==> src/rtl/traffic_sensor_conditioner.sv <==
// Front-end conditioning for the traffic controller: synchronises the train detector and
// vehicle loop, stretches train presence, debounces the loop and latches sub-highway requests.
module traffic_sensor_conditioner #(
  parameter int DEBOUNCE     = 4,
  parameter int TRAIN_HOLD   = 10,
  parameter int STUCK_CYCLES = 200,
  parameter int CNT_W        = 8
) (
  input  logic             i_clk,
  input  logic             i_rst_n,
  input  logic             i_raw_train,
  input  logic             i_raw_sub_veh,
  input  logic             i_sub_green_in,
  output logic             o_sen_train,
  output logic             o_sen_sub_highway,
  output logic             o_loop_fault,
  output logic [CNT_W-1:0] o_veh_count
);

  localparam int HOLD_W = (TRAIN_HOLD > 0) ? $clog2(TRAIN_HOLD + 1) : 1;
  localparam int DEB_W  = (DEBOUNCE > 1) ? $clog2(DEBOUNCE + 1) : 1;
  localparam int STK_W  = $clog2(STUCK_CYCLES + 1);

  typedef enum logic [1:0] {
    ST_IDLE    = 2'd0,
    ST_REQ     = 2'd1,
    ST_SERVING = 2'd2,
    ST_FAULT   = 2'd3
  } state_t;

  logic              r_train_meta, r_s_train;
  logic              r_veh_meta, r_s_veh;
  logic [HOLD_W-1:0] r_hold_cnt;
  logic [DEB_W-1:0]  r_deb_cnt;
  logic              r_veh_f;
  logic [STK_W-1:0]  r_stuck_cnt;
  logic [CNT_W-1:0]  r_veh_count;
  logic              r_pend;
  state_t            r_state;

  logic              w_veh_mismatch;
  logic              w_deb_done;
  logic              w_veh_f_next;
  logic              w_arr;
  logic              w_stuck;
  logic              w_pend_next;
  state_t            w_state_next;

  always_ff @(posedge i_clk) begin
    if (!i_rst_n) begin
      r_train_meta <= 1'b0;
      r_s_train    <= 1'b0;
      r_veh_meta   <= 1'b0;
      r_s_veh      <= 1'b0;
    end else begin
      r_train_meta <= i_raw_train;
      r_s_train    <= r_train_meta;
      r_veh_meta   <= i_raw_sub_veh;
      r_s_veh      <= r_veh_meta;
    end
  end

  // Train presence is stretched rather than filtered so assertion is never delayed.
  always_ff @(posedge i_clk) begin
    if (!i_rst_n) begin
      r_hold_cnt <= '0;
    end else if (r_s_train) begin
      r_hold_cnt <= HOLD_W'(TRAIN_HOLD);
    end else if (r_hold_cnt != '0) begin
      r_hold_cnt <= r_hold_cnt - 1'b1;
    end
  end

  assign o_sen_train = r_s_train | (r_hold_cnt != '0);

  assign w_veh_mismatch = (r_s_veh != r_veh_f);
  assign w_deb_done     = w_veh_mismatch && (r_deb_cnt == DEB_W'(DEBOUNCE - 1));
  assign w_veh_f_next   = w_deb_done ? r_s_veh : r_veh_f;
  assign w_arr          = w_deb_done && r_s_veh;

  always_ff @(posedge i_clk) begin
    if (!i_rst_n) begin
      r_deb_cnt <= '0;
      r_veh_f   <= 1'b0;
    end else if (w_deb_done) begin
      r_deb_cnt <= '0;
      r_veh_f   <= r_s_veh;
    end else if (w_veh_mismatch) begin
      r_deb_cnt <= r_deb_cnt + 1'b1;
    end else begin
      r_deb_cnt <= '0;
    end
  end

  // Stuck is a one-edge event (count stepping onto the limit) so FAULT can still be left.
  assign w_stuck = r_veh_f && (r_stuck_cnt == STK_W'(STUCK_CYCLES - 1));

  always_ff @(posedge i_clk) begin
    if (!i_rst_n) begin
      r_stuck_cnt <= '0;
    end else if (!r_veh_f) begin
      r_stuck_cnt <= '0;
    end else if (r_stuck_cnt != STK_W'(STUCK_CYCLES)) begin
      r_stuck_cnt <= r_stuck_cnt + 1'b1;
    end
  end

  always_ff @(posedge i_clk) begin
    if (!i_rst_n) begin
      r_veh_count <= '0;
    end else if (w_arr && (r_veh_count != {CNT_W{1'b1}})) begin
      r_veh_count <= r_veh_count + 1'b1;
    end
  end

  assign o_veh_count = r_veh_count;

  always_ff @(posedge i_clk) begin
    if (!i_rst_n) begin
      r_state <= ST_IDLE;
      r_pend  <= 1'b0;
    end else begin
      r_state <= w_state_next;
      r_pend  <= w_pend_next;
    end
  end

  always_comb begin
    w_state_next = r_state;
    w_pend_next  = r_pend;
    if (w_stuck) begin
      w_state_next = ST_FAULT;
      w_pend_next  = 1'b0;
    end else begin
      case (r_state)
        ST_IDLE: begin
          if (w_arr) w_state_next = ST_REQ;
        end
        ST_REQ: begin
          if (i_sub_green_in) begin
            w_state_next = ST_SERVING;
            w_pend_next  = w_arr;
          end
        end
        ST_SERVING: begin
          if (!i_sub_green_in) begin
            w_state_next = (r_pend || w_arr) ? ST_REQ : ST_IDLE;
            w_pend_next  = 1'b0;
          end else if (w_arr) begin
            w_pend_next = 1'b1;
          end
        end
        ST_FAULT: begin
          if (!w_veh_f_next) begin
            w_state_next = ST_IDLE;
            w_pend_next  = 1'b0;
          end
        end
        default: begin
          w_state_next = ST_IDLE;
          w_pend_next  = 1'b0;
        end
      endcase
    end
  end

  assign o_sen_sub_highway = (r_state == ST_REQ);
  assign o_loop_fault      = (r_state == ST_FAULT);

endmodule
==> config.mk <==
export PLATFORM = sky130hd
export DESIGN_NAME = traffic_sensor_conditioner
export DESIGN_NICKNAME = d
export VERILOG_FILES = /design/src/rtl/traffic_sensor_conditioner.sv
export SDC_FILE = /design/constraint.sdc
export NUM_CORES = 1
export LEC_CHECK = 0
export CORE_MARGIN = 4
export CORE_UTILIZATION = 35
export DETAILED_ROUTE_END_ITERATION = 8
export MAX_ROUTING_LAYER = met4
export PLACE_DENSITY_LB_ADDON = 0.05
export REMOVE_ABC_BUFFERS = 1
export SLEW_MARGIN = 20
export SYNTH_ARGS = -nofsm -noshare
export SYNTH_HDL_FRONTEND = slang
export SYNTH_SLANG_ARGS = --single-unit
==> constraint.sdc <==
create_clock -name i_clk -period 1.8 [get_ports i_clk]
set_input_delay 0.27 -clock i_clk [delete_from_list [all_inputs] [get_ports i_clk]]
set_output_delay 0.27 -clock i_clk [all_outputs]
set_load 0.01 [all_outputs]
# After elaboration in Yosys (flattened, before gate mapping)
# Index checks and enable logic that the tools add are counted.
# word_totals
register_bits	31
wordCells	64
# op_classes
n_addsub	4
n_eq_ne	15
muxes	15
n_bitwise	3
n_reduce_logical	15
# op_table
operator	n
$add 8x1->8 const B	2
$ne 8x8->1 const B	2
$mux 2	5
$ne 3x3->1 const B	3
$eq 8x8->1 const B	1
$mux 4	2
$pmux 2 s4	1
$reduce_and 4->1	2
$mux 1	6
$ne 3x2->1 const B	2
$eq 2x2->1 const B	2
$logic_and 1x1->1	4
$ne 2x2->1 const B	2
$reduce_bool 4->1	1
$reduce_or 2->1	2
$sub 4x1->4 const B	1
$add 3x1->3 const B	1
$eq 3x2->1 const B	1
$pmux 1 s3	1
$reduce_bool 3->1	1
$reduce_or 3->1	1
$eq 2x1->1 const B	1
$logic_not 2->1	1
$not 1->1	2
other kinds (5)	5

# Depth between registers and ports, before layout
# logic_depth
word_depth	8
mapped_depth	6
depth_no_buf	6

# Least setup slack after synthesis
# Ideal clock, no wire load.
# synth_path
path_type	reg2reg
startpoint	register r_deb_cnt[0]
endpoint	register r_pend
setup_time_ns	0.058
arrival_ns	1.497
required_ns	1.742
setup_slack_ns	0.245
stages_incl_launch_ff	7
n_path_buf	0
cell_sequence	dfxtp_1 ha_1 ha_1 nand3b_1 and3_4 a2111oi_2 o21a_1
# synth_between
elab_chain_len	5
elab_cells_between_ends	9
cone_classes	eq/ne (3); mux (3); reduce/logical (3)
# synth_lines
element	line	text
start, declared	34	logic [DEB_W-1:0] r_deb_cnt;
start signal, assigned	89	r_deb_cnt <= r_deb_cnt + 1'b1;
$eq 3x2->1 (*)	77	assign w_deb_done = w_veh_mismatch && (r_deb_cnt == DEB_W'(DEBOUNCE - 1));
$logic_and 1x1->1 (*)	77	
$mux 1 / $logic_and 1x1->1 (equally long branches)	--	
$ne 2x2->1 (no source line) (tied with other cells)	--	
$reduce_and 4->1 (no source line) / $pmux 1 s3 (equally long branches)	--	
end signal, assigned	124	r_pend <= w_pend_next;
end, declared	38	logic r_pend;
# Mark *: on every way between the ends. The rest lies on a longest branch, timed or not. The select of a mux whose other input is x is not followed.
# A chain may end at the register's enable or synchronous reset.

# Final worst setup path
# layout_path
startpoint	register r_state[0]
endpoint	output port o_sen_sub_highway
# layout_between
elab_chain_len	1
# layout_lines
element	line	text
start, declared	39	state_t r_state;
start signal, assigned	123	r_state <= w_state_next;
$eq 2x1->1	167	assign o_sen_sub_highway = (r_state == ST_REQ);
end, declared	15	output logic o_sen_sub_highway,
# Every way passes these cells.

==> parameters.txt <==
Parameter                              Value

Status
  Status ... completed

Synth
  Biggest area consumer among synthesized cells ... dfxtp_1
  Proportion of synthesized chip area in sequential cells ... 0.447
  Number of warnings printed during yosys synthesis ... 0
  Top cells by area in the synthesized netlist ... dfxtp_1 45%, nor2_1 5.1%, ha_1 4.5%, xor2_1 3.8%, nand3_1 3.2%
  Register bit total from synthesis ... 31
  Synth Cell Area ... 1390 sq um
  Share of Yosys cell area claimed by the top area cell type ... 0.447
  Synthesized area per cell ... 9.32 sq um
  Fraction of registers with async set/reset ... 0
  Distinct cell type count of the synthesized netlist ... 42
  Number of instances in the synthesized netlist ... 149
  Most used flip-flop cell after synthesis ... dfxtp_1
  Number of flops mapped to enable cells by yosys ... 0

Detailed routing
  Post-Route WL ... 2780 microns
  Average via count per standard cell ... 5.00
  Number of detailed-route iterations in the first pass ... 4
  Detail Route Antenna Nets ... 0
  DRC viols ... 0
  Number of DRC markers in iteration 0 ... 39
  Number of vias in the routed layout ... 1119
  Wire length per cell after detailed routing ... 12.4 microns

Worst setup path
  Maximum net fanout on the critical path ... 7
  Arrival time worst endpoint ... 1450 ps
  Required time of the critical path ... 1530 ps
  Element type at the critical path end ... output pin
  CP Launch Type ... flop
  Critical path class ... flop to output pin

Placement
  PortBufs ... 15
  Dpl ws ... 32.2 ps
  Dpl hpwl ... 2000 microns
  Post-place instance area ... 1620 sq um
  GP Congestion ... 0.806

Die
  Floorplan die width ... 71.0 microns
  Rows ... 22
  Top-level port count ... 16
  Core region area ... 3740 sq um
  Die Ht ... 71.0 microns
  Initial Utilization ... 0.371
  Floorplan die area ... 5040 sq um

Clock tree
  Buffer type at the clock tree root ... clkbuf_8
  Latest clock arrival within the worst-skew pair ... 280 ps
  CTS tree ... built
  Post-CTS Hold Fix Bufs ... 0
  Max Root-Sink Buffers ... 2
  TritonCTS buffer count ... 5
  H-tree depth reported by CTS ... 2
  Number of clock sinks seen by CTS ... 31
  Register clock-pin slew on the reported worst setup and hold paths ... 60 ps

Pwr
  Reported leakage power ... 0.624 nW
  Switching share of power ... 0.212
  Power density of the placed cells ... 751 nW/um^2
  Portion of total power attributed to the clock network ... 0.419
  Switching component of the power ... 0.000275 W
  Design internal power ... 0.00102 W
  Seq pwr share ... 0.541
  Post-route total power ... 0.00130 W
  Max IR drop VDD ... 348 uV
  Fraction of power consumed by combinational cells ... 0.041

Timing
  Final worst path period share ... 0.957
  Final Hold Viols ... 0
  Setup TNS ... 0 ps
  Max Slew Vio Count ... 0
  Worst-case clock skew ... 3.63 ps
  Clock period minus final worst setup slack ... 1720 ps
  Headroom to the max-slew limit ... 0.676
  Transition at the pin with the smallest max-transition slack ... 482 ps
  Worst path setup slack after routing ... 77.1 ps
  Maximum frequency from static timing analysis ... 580 MHz
  Setup-failing EPs final ... 0
  Unrepaired setup endpoints after global routing ... no

Cells and area
  Final-stage net count ... 186
  Area delta synth->final ... 24.4%
  Highest-count cells in the layout ignoring fill and taps ... 30 x dfxtp_1, 19 x nor2_1, 15 x clkdlybuf4s50_1
  Fill cell instance count of the final layout ... 377
  Commonest non-fill, non-tap cell in the layout ... dfxtp_1
  Register area ... 622 sq um
  Share of final-layout standard cells stronger than drive strength 1 ... 0.153
  Final standard cell utilization of the core ... 0.462
  Antenna diodes ... 0
  Combined area of the multi-input logic cells ... 729 sq um
  Non-Filler Cell Area, Final ... 1730 sq um

GRT
  GR Util All Layers ... 0.118
  Total global routing overflow ... 0
  Global route hottest layer ... met2
  Wire length of the first global-routing pass ... 4530 microns
  Via count of the first global-routing pass ... 1013
  Met3 Usage GRT ... 0.0440
  Met1 demand-to-capacity share in global routing ... 0.154
  Largest net degree at the start of global routing ... 10
  GRT met2 Usage ... 0.163
  Number of antenna violations at the first check in global routing ... 0

Flow run
  Max-Cap Viols ... 0

Hold path
  Kind of path behind the tightest hold check ... flop to flop
==> critical path, stage by stage (launching register included) <==
cell and delay, ps:
dfxtp_1 420, nor2b_2 210, clkdlybuf4s50_1 550
==> layout make-up <==
cell class,instances,area share
Multi-Input combinational cell,109,0.422
Clock buffer,6,0.0478
Inverter,7,0.0152
Clock inverter,1,0.00290
Sequential cell,31,0.360
Tap cell,48,0.0348
Timing Repair Buffer,22,0.117
==> path summary, 6_finish.rpt <==
path	startpoint	end	slack, ps	depth (start not counted)
worst max-delay path	r_state[0]	o_sen_sub_highway	80	2
worst min-delay path	r_deb_cnt[0]	r_deb_cnt[0]	430	1
worst max register to register	r_deb_cnt[0]	o_veh_count[5]	110	8
worst min register to register	r_deb_cnt[0]	r_deb_cnt[0]	430	1
==> power groups by stage <==
stage	clock [W]	sequential [W]	combinational, W
CTS	0.000564	0.000701	0.0000536
finish	0.000543	0.000701	0.0000528
global placement	0	0.000717	0.0000523
detailed placement	0	0.000717	0.0000532
floorplan	0	0.000715	0.0000234
global route	0.000590	0.000702	0.0000583
==> flip-flops by register name, indices dropped and copies added (netlist names) <==
name and cells:
o_veh_count 8, r_deb_cnt 3, r_hold_cnt 4, r_pend 1, r_s_train 1, r_s_veh 1
r_state 2, r_stuck_cnt 8, r_train_meta 1, r_veh_f 1, r_veh_meta 1
==> cell usage after synthesis (all sizes together) (2+ instances only) <==
| library cell | number |
|---|---|
| a21oi | 9 |
| a221oi | 2 |
| a31oi | 2 |
| and2 | 6 |
| and3 | 6 |
| dfxtp | 31 |
| ha | 5 |
| inv | 6 |
| mux2i | 3 |
| nand2 | 6 |
| nand3 | 9 |
| nand3b | 2 |
| nand4 | 3 |
| nor2 | 19 |
| nor3 | 3 |
| o21a | 2 |
| o21ai | 5 |
| xnor2 | 4 |
| xor2 | 6 |
==> repair_timing <==
item                                    in CTS  in global routing
buffers inserted                             0                  2
endpoints found under the setup margin       0                  2
resized for setup                            0                  2
==> cells by family (layout without fill, tap and decap cells) <==
| logic type | Yosys count | in the layout | share of synthesized area |
|---|---|---|---|
| adder cells (fa/ha/maj) | 5 | 5 | 0.0450 |
| AO/OA/AOI/OAI | 28 | 28 | 0.139 |
| flip-flops | 31 | 31 | 0.447 |
| AND/OR/NAND/NOR | 62 | 62 | 0.244 |
| multiplexers | 4 | 4 | 0.0324 |
| XOR/XNOR | 10 | 10 | 0.0631 |
| buffers and inverters | 9 | 36 | 0.0297 |
==> metal layers <==
metal | part of all wire | vias to the layer above
met5 | 0 | -
met4 | 0.010 | 0
met3 | 0.034 | 4
met2 | 0.44 | 18
met1 | 0.51 | 512
li1 | - | 585
==> per-stage QoR <==
step | hold WS, ps | std cells
2_1_floorplan | 388 | 147
3_3_place_gp | 410 | 215
3_5_place_dp | 422 | 215
4_1_cts | 431 | 222
5_1_grt | 446 | 224
6_report | 427 | 224
Power figures use the tool's default switching activity.
